## src/rtl/bfp_pkg.sv

```systemverilog
// Shared constants and helpers for the bfp range selector family.
package bfp_pkg;

    localparam logic MODE_FIXED    = 1'b0;
    localparam logic MODE_RR       = 1'b1;
    localparam int   DEFAULT_WIDTH = 8;

    // Index width that never collapses to zero bits for tiny channel counts.
    function automatic int clog2_min1(input int n);
        return (n <= 2) ? 1 : $clog2(n);
    endfunction

endpackage

```

## src/rtl/bfp_rr_next.sv

```systemverilog
// Round-robin successor search: first valid channel after cur_ch, wrapping modulo N_CH.
// Purely combinational; falls back to cur_ch+1 when no channel is valid.
module bfp_rr_next
    import bfp_pkg::*;
#(
    parameter int N_CH  = 4,
    parameter int SEL_W = clog2_min1(N_CH)
) (
    input  logic [SEL_W-1:0] cur_ch,
    input  logic [N_CH-1:0]  in_valid,
    output logic [SEL_W-1:0] next_ch
);

    logic [N_CH-1:0] rot;
    int              offset;

    always_comb begin
        rot = '0;
        // rot[0] is the channel just after cur_ch; the last bit is cur_ch itself.
        for (int j = 0; j < N_CH; j++) begin
            rot[j] = in_valid[(int'(cur_ch) + 1 + j) % N_CH];
        end
        offset = 0;
        for (int j = N_CH - 1; j >= 0; j--) begin
            if (rot[j]) begin
                offset = j;
            end
        end
        next_ch = SEL_W'((int'(cur_ch) + 1 + offset) % N_CH);
    end

endmodule

```

## src/rtl/bfp_range_selector.sv

```systemverilog
// N-channel range-stream selector (fixed select or round-robin) into one registered output.
// Latency 1 clk, full throughput; a stalled output drops all in_ready and holds out_* stable.
module bfp_range_selector
    import bfp_pkg::*;
#(
    parameter  int N_CH  = 4,
    parameter  int WIDTH = DEFAULT_WIDTH,
    localparam int SEL_W = clog2_min1(N_CH)
) (
    input  logic                   clk,
    input  logic                   rst,
    input  logic [N_CH*WIDTH-1:0]  in_data,
    input  logic [N_CH-1:0]        in_valid,
    output logic [N_CH-1:0]        in_ready,
    input  logic                   mode,
    input  logic [SEL_W-1:0]       sel,
    input  logic                   sel_load,
    output logic                   sel_err,
    output logic [WIDTH-1:0]       out_data,
    output logic [SEL_W-1:0]       out_ch,
    output logic                   out_valid,
    input  logic                   out_ready
);

    logic [SEL_W-1:0] cur_ch;
    logic [SEL_W-1:0] cur_ch_nxt;
    logic [SEL_W-1:0] rr_ch;
    logic             free;
    logic             xfer;
    logic             sel_err_nxt;
    logic [WIDTH-1:0] mux_data;

    assign free = !out_valid || out_ready;

    always_comb begin
        in_ready = '0;
        for (int i = 0; i < N_CH; i++) begin
            in_ready[i] = free && (cur_ch == SEL_W'(i)) && !rst;
        end
    end

    assign xfer     = |(in_valid & in_ready);
    assign mux_data = in_data[int'(cur_ch)*WIDTH +: WIDTH];

    bfp_rr_next #(
        .N_CH  (N_CH),
        .SEL_W (SEL_W)
    ) u_rr_next (
        .cur_ch   (cur_ch),
        .in_valid (in_valid),
        .next_ch  (rr_ch)
    );

    // A stalled valid channel keeps its slot; an idle one is skipped.
    always_comb begin
        cur_ch_nxt  = cur_ch;
        sel_err_nxt = 1'b0;
        if (mode == MODE_FIXED) begin
            if (sel_load) begin
                if (int'(sel) < N_CH) begin
                    cur_ch_nxt = sel;
                end else begin
                    sel_err_nxt = 1'b1;
                end
            end
        end else if (xfer || !in_valid[cur_ch]) begin
            cur_ch_nxt = rr_ch;
        end
    end

    always_ff @(posedge clk or posedge rst) begin
        if (rst) begin
            cur_ch    <= '0;
            sel_err   <= 1'b0;
            out_valid <= 1'b0;
            out_data  <= '0;
            out_ch    <= '0;
        end else begin
            cur_ch  <= cur_ch_nxt;
            sel_err <= sel_err_nxt;
            if (xfer) begin
                out_data  <= mux_data;
                out_ch    <= cur_ch;
                out_valid <= 1'b1;
            end else if (out_ready) begin
                out_valid <= 1'b0;
            end
        end
    end

endmodule

```

## config.mk

```make
export PLATFORM = sky130hd
export DESIGN_NAME = bfp_range_selector
export DESIGN_NICKNAME = d
export VERILOG_FILES = /design/src/rtl/bfp_pkg.sv /design/src/rtl/bfp_rr_next.sv /design/src/rtl/bfp_range_selector.sv
export SDC_FILE = /design/constraint.sdc
export NUM_CORES = 1
export LEC_CHECK = 0
export BUFFER_PORTS_ARGS = -buffer_cell sky130_fd_sc_hd__buf_2
export CORE_ASPECT_RATIO = 0.6
export CORE_MARGIN = 2
export CORE_UTILIZATION = 49
export CTS_BUF_LIST = sky130_fd_sc_hd__clkbuf_8
export CTS_CLUSTER_DIAMETER = 100
export DETAILED_ROUTE_END_ITERATION = 12
export GPL_ROUTABILITY_DRIVEN = 0
export MAX_ROUTING_LAYER = met4
export PLACE_DENSITY = 0.85
export SYNTH_ARGS = -nofsm -noshare
export SYNTH_HDL_FRONTEND = slang
export SYNTH_SLANG_ARGS = --single-unit
```

## constraint.sdc

```tcl
create_clock -name clk -period 3.7 [get_ports clk]
set_input_delay 0.74 -clock clk [delete_from_list [all_inputs] [get_ports clk]]
set_output_delay 0.74 -clock clk [all_outputs]
set_load 0.05 [all_outputs]
```

==> metrics.txt <==
# TYPE chip_impl_metric gauge
chip_impl_metric{name="die_h",unit="microns"} 40
chip_impl_metric{name="final_net_count",unit=""} 197
chip_impl_metric{name="max_slew.worst_pin.slew",unit="ns"} 0.8319
chip_impl_metric{name="relative_slew_slack",unit="%"} 44.54
chip_impl_metric{name="initialDrtViolationCount",unit=""} 53
chip_impl_metric{name="area_growth",unit="%"} 30.62
chip_impl_metric{name="initial_antenna_violation_count",unit=""} 0
chip_impl_metric{name="total_switching_power",unit="mW"} 0.6098
chip_impl_metric{name="cts.repair.resized",unit=""} 0
chip_impl_metric{name="ys.warnings.count",unit=""} 0
chip_impl_metric{name="internal_power",unit="mW"} 0.6025
chip_impl_info{name="timing.critical_path.cells",value="inv_1 > ha_1 > and2_1 > buf_2"} 1
chip_impl_metric{name="ys_seq_elements",unit=""} 13
chip_impl_info{name="ys.flop_type",value="dfrtp_1"} 1
chip_impl_metric{name="cts_buffer_depth",unit=""} 2
chip_impl_metric{name="postRouteAntennaNets",unit=""} 0
chip_impl_info{name="critPathSlowestCell",value="dfrtp_1"} 1
chip_impl_metric{name="port-buffer-count",unit=""} 57
chip_impl_metric{name="power.share.combinational",unit="%"} 64.1
chip_impl_metric{name="initial_core_util",unit="%"} 54.65
chip_impl_metric{name="dp.final_hpwl",unit="microns"} 1992
chip_impl_metric{name="postLayoutCellArea",unit="sq um"} 1383
chip_impl_metric{name="first_global_vias",unit=""} 862
chip_impl_metric{name="p_sw_share",unit="%"} 50.30
chip_impl_metric{name="yosys.area.top_type_share",unit="%"} 30.73
chip_impl_metric{name="globalRouteOverflowTotal",unit=""} 0
chip_impl_info{name="cp_top_family",value="flip-flops"} 1
chip_impl_metric{name="holdWs",unit="ns"} 0.4977
chip_impl_metric{name="routedWlPerCell",unit="microns"} 14.38
chip_impl_info{name="synth_top_cell_by_area",value="dfrtp_1"} 1
chip_impl_metric{name="antennaDiodeCount",unit=""} 0
chip_impl_metric{name="static-leakage-power",unit="nW"} 0.6954
chip_impl_metric{name="vias_after_detailed_routing",unit=""} 972
chip_impl_info{name="layout.cells.most_common",value="buf_2"} 1
chip_impl_metric{name="pin_count",unit=""} 59
chip_impl_metric{name="post_route_cells_drive_above_1_share",unit="%"} 52.03
chip_impl_metric{name="fmax",unit="GHz"} 0.3654
chip_impl_metric{name="yosysSeqAreaShare",unit="%"} 30.73
chip_impl_metric{name="instances_no_fill",unit=""} 176
chip_impl_info{name="clock-root-buffer",value="clkbuf_8"} 1
chip_impl_metric{name="tritoncts.num_buffers",unit=""} 3
chip_impl_metric{name="critical-path-max-stage-delay",unit="ns"} 0.88
chip_impl_metric{name="timing.critical_path.buf_inv",unit=""} 2
chip_impl_metric{name="critical_path_required",unit="ns"} 2.96
chip_impl_metric{name="ctsHtreeMaxLevel",unit=""} 1
chip_impl_metric{name="synth.lib_cells_used.distinct",unit=""} 34
chip_impl_metric{name="synthArstFlopShare",unit="%"} 100.0
chip_impl_metric{name="place_inst",unit=""} 172
chip_impl_metric{name="timing.critical_path.fanout_max",unit=""} 21
chip_impl_metric{name="fin_ws",unit="ns"} 0.9631
chip_impl_metric{name="die_width",unit="microns"} 64.01
chip_impl_metric{name="power.ir.vdd_worst",unit="mV"} 0.3578
chip_impl_metric{name="avgSynthCellArea",unit="sq um"} 11.38
chip_impl_metric{name="setup-violations-final",unit=""} 0
chip_impl_metric{name="clock_power_share",unit="%"} 10.1
chip_impl_info{name="leading_cell_types_in_the_layout_fill_and_taps_excluded",value="buf_2, dfrtp_1, mux2_2"} 1
chip_impl_metric{name="clock_latency",unit="ns"} 0.25
chip_impl_metric{name="grt_start_max_net_pins",unit=""} 22
chip_impl_info{name="min-delay-path-class",value="reg2reg"} 1
chip_impl_metric{name="detailedPlace.worstSlack",unit="ns"} 1.151
chip_impl_metric{name="clkSinkCount",unit=""} 13
chip_impl_metric{name="clkSlewWorstSetupHoldPaths",unit="ns"} 0.05
chip_impl_metric{name="syn_inst",unit=""} 93
chip_impl_metric{name="post_drt_via_cell_ratio",unit=""} 5.523
chip_impl_metric{name="pwr_density_cell",unit="nW/um^2"} 876.8
chip_impl_metric{name="period_needed",unit="ns"} 2.737
chip_impl_info{name="tritoncts",value="done"} 1
chip_impl_info{name="rsz0062_at_grt",value="false"} 1
chip_impl_metric{name="maxCapViolCount",unit=""} 0
chip_impl_metric{name="std_cell_rows",unit=""} 12
chip_impl_metric{name="maxSlewViolCount",unit=""} 0
chip_impl_metric{name="sum_of_routed_wire_length_over_all_layers",unit="microns"} 2530
chip_impl_metric{name="synth-edff-count",unit=""} 0
chip_impl_metric{name="post_synth_instance_area",unit="sq um"} 1059
chip_impl_metric{name="worstPathArrival",unit="ns"} 2.00
chip_impl_metric{name="fin_worst_skew",unit="ns"} 0.002092
chip_impl_metric{name="finalCoreUtilization",unit="%"} 71.38
chip_impl_metric{name="drcViolationCount",unit=""} 0
chip_impl_info{name="ys_top_cells_by_area",value="dfrtp_1, mux4_1, mux2_2, mux4_2, ha_1"} 1
chip_impl_metric{name="seq_power_share",unit="%"} 25.8
chip_impl_metric{name="post_cts_hold_buffer_count",unit=""} 0
chip_impl_metric{name="core_area",unit="sq um"} 1937
chip_impl_metric{name="power",unit="mW"} 1.212
chip_impl_metric{name="postSynthNetCount",unit=""} 141
chip_impl_metric{name="hold_viol",unit=""} 0
chip_impl_info{name="timing.critical_path.from_type",value="register"} 1
chip_impl_metric{name="fillerInstances",unit=""} 134
chip_impl_metric{name="min_period_over_period",unit="%"} 73.97
chip_impl_metric{name="place_area",unit="sq um"} 1338
chip_impl_metric{name="drt-pass1-iter-count",unit=""} 4
chip_impl_info{name="run_status",value="complete, no violations"} 1
chip_impl_metric{name="globalRouteTotalUtil",unit="%"} 23.31
chip_impl_metric{name="post_cts.repair.setup_buffers",unit=""} 0
chip_impl_metric{name="grt_pass1_wl",unit="microns"} 4057
chip_impl_info{name="timing.critical_path.to_type",value="output port"} 1
chip_impl_metric{name="floorplan.die_area",unit="sq um"} 2560
chip_impl_metric{name="fin_tns_setup",unit="ns"} 0
chip_impl_info{name="setup.worst_path.class",value="reg2out"} 1
[final cells by class]
type	count	area, sq um	share of cell area, %
Sequential cell	13	325.3	23.53
Clock buffer	3	41.29	2.986
Clock inverter	1	3.754	0.2715
Inverter	4	15.01	1.086
Multi-Input combinational cell	69	669.4	48.42
Tap cell	28	35.03	2.534
Timing Repair Buffer	58	292.8	21.18
[layer usage]
metal / track usage, % / routed length, microns / up-vias
met5: - / 0 / -
li1: - / - / 460
met3: 6.180 / 198 / 5
met4: 11.41 / 49 / 0
met1: 28.60 / 1119 / 457
met2: 37.24 / 1163 / 50
[registers in the layout (all words and copies together), names as in the netlist]
name,cells
out_data,8
cur_ch,2
out_ch,2
out_valid,1
[synth_stat cells, drive strengths merged, types with 3 or more instances]
cell type,number
nand2,6
and2,5
a21oi,3
clkbuf,3
mux4,9
buf,4
dfrtp,13
ha,5
mux2,10
nor2,6
inv,4
o21ai,5
[cells by family (layout without fill, tap and decap cells)]
logic type / count (synthesis) / after routing / share of synthesized area [%]
other: 1 / 1 / 0.3543
xor gates and xnor gates: 2 / 2 / 1.655
muxes: 19 / 19 / 31.91
buffers and inverters: 11 / 66 / 6.027
and+or+nand+nor: 24 / 24 / 12.18
DFF: 13 / 13 / 30.73
AOI/OAI and AO/OA: 18 / 18 / 11.23
adders and majority gates: 5 / 5 / 5.910
[power groups by stage]
| stage | Clock [mW] | Combinational (mW) | Sequential [mW] |
|---|---|---|---|
| finish | 0.123 | 0.777 | 0.312 |
| global route | 0.139 | 0.834 | 0.327 |
| global placement | 0 | 0.747 | 0.310 |
| detailed placement | 0 | 0.779 | 0.316 |
| CTS | 0.128 | 0.780 | 0.313 |
| floorplan | 0 | 0.462 | 0.474 |
[worst paths after layout]
check                            startpoint          end  cells after the start  slack, ns
min in group asynchronous               rst    cur_ch[1]                      2       0.52
worst max register to register    cur_ch[0]    cur_ch[1]                      8       1.12
max in group asynchronous               rst    out_ch[1]                      2       2.86
worst min register to register  out_data[5]  out_data[5]                      1       0.50
worst min-delay path            out_data[5]  out_data[5]                      1       0.50
worst max-delay path              cur_ch[0]  in_ready[0]                      4       0.96
(Power assumes the default switching activity.)
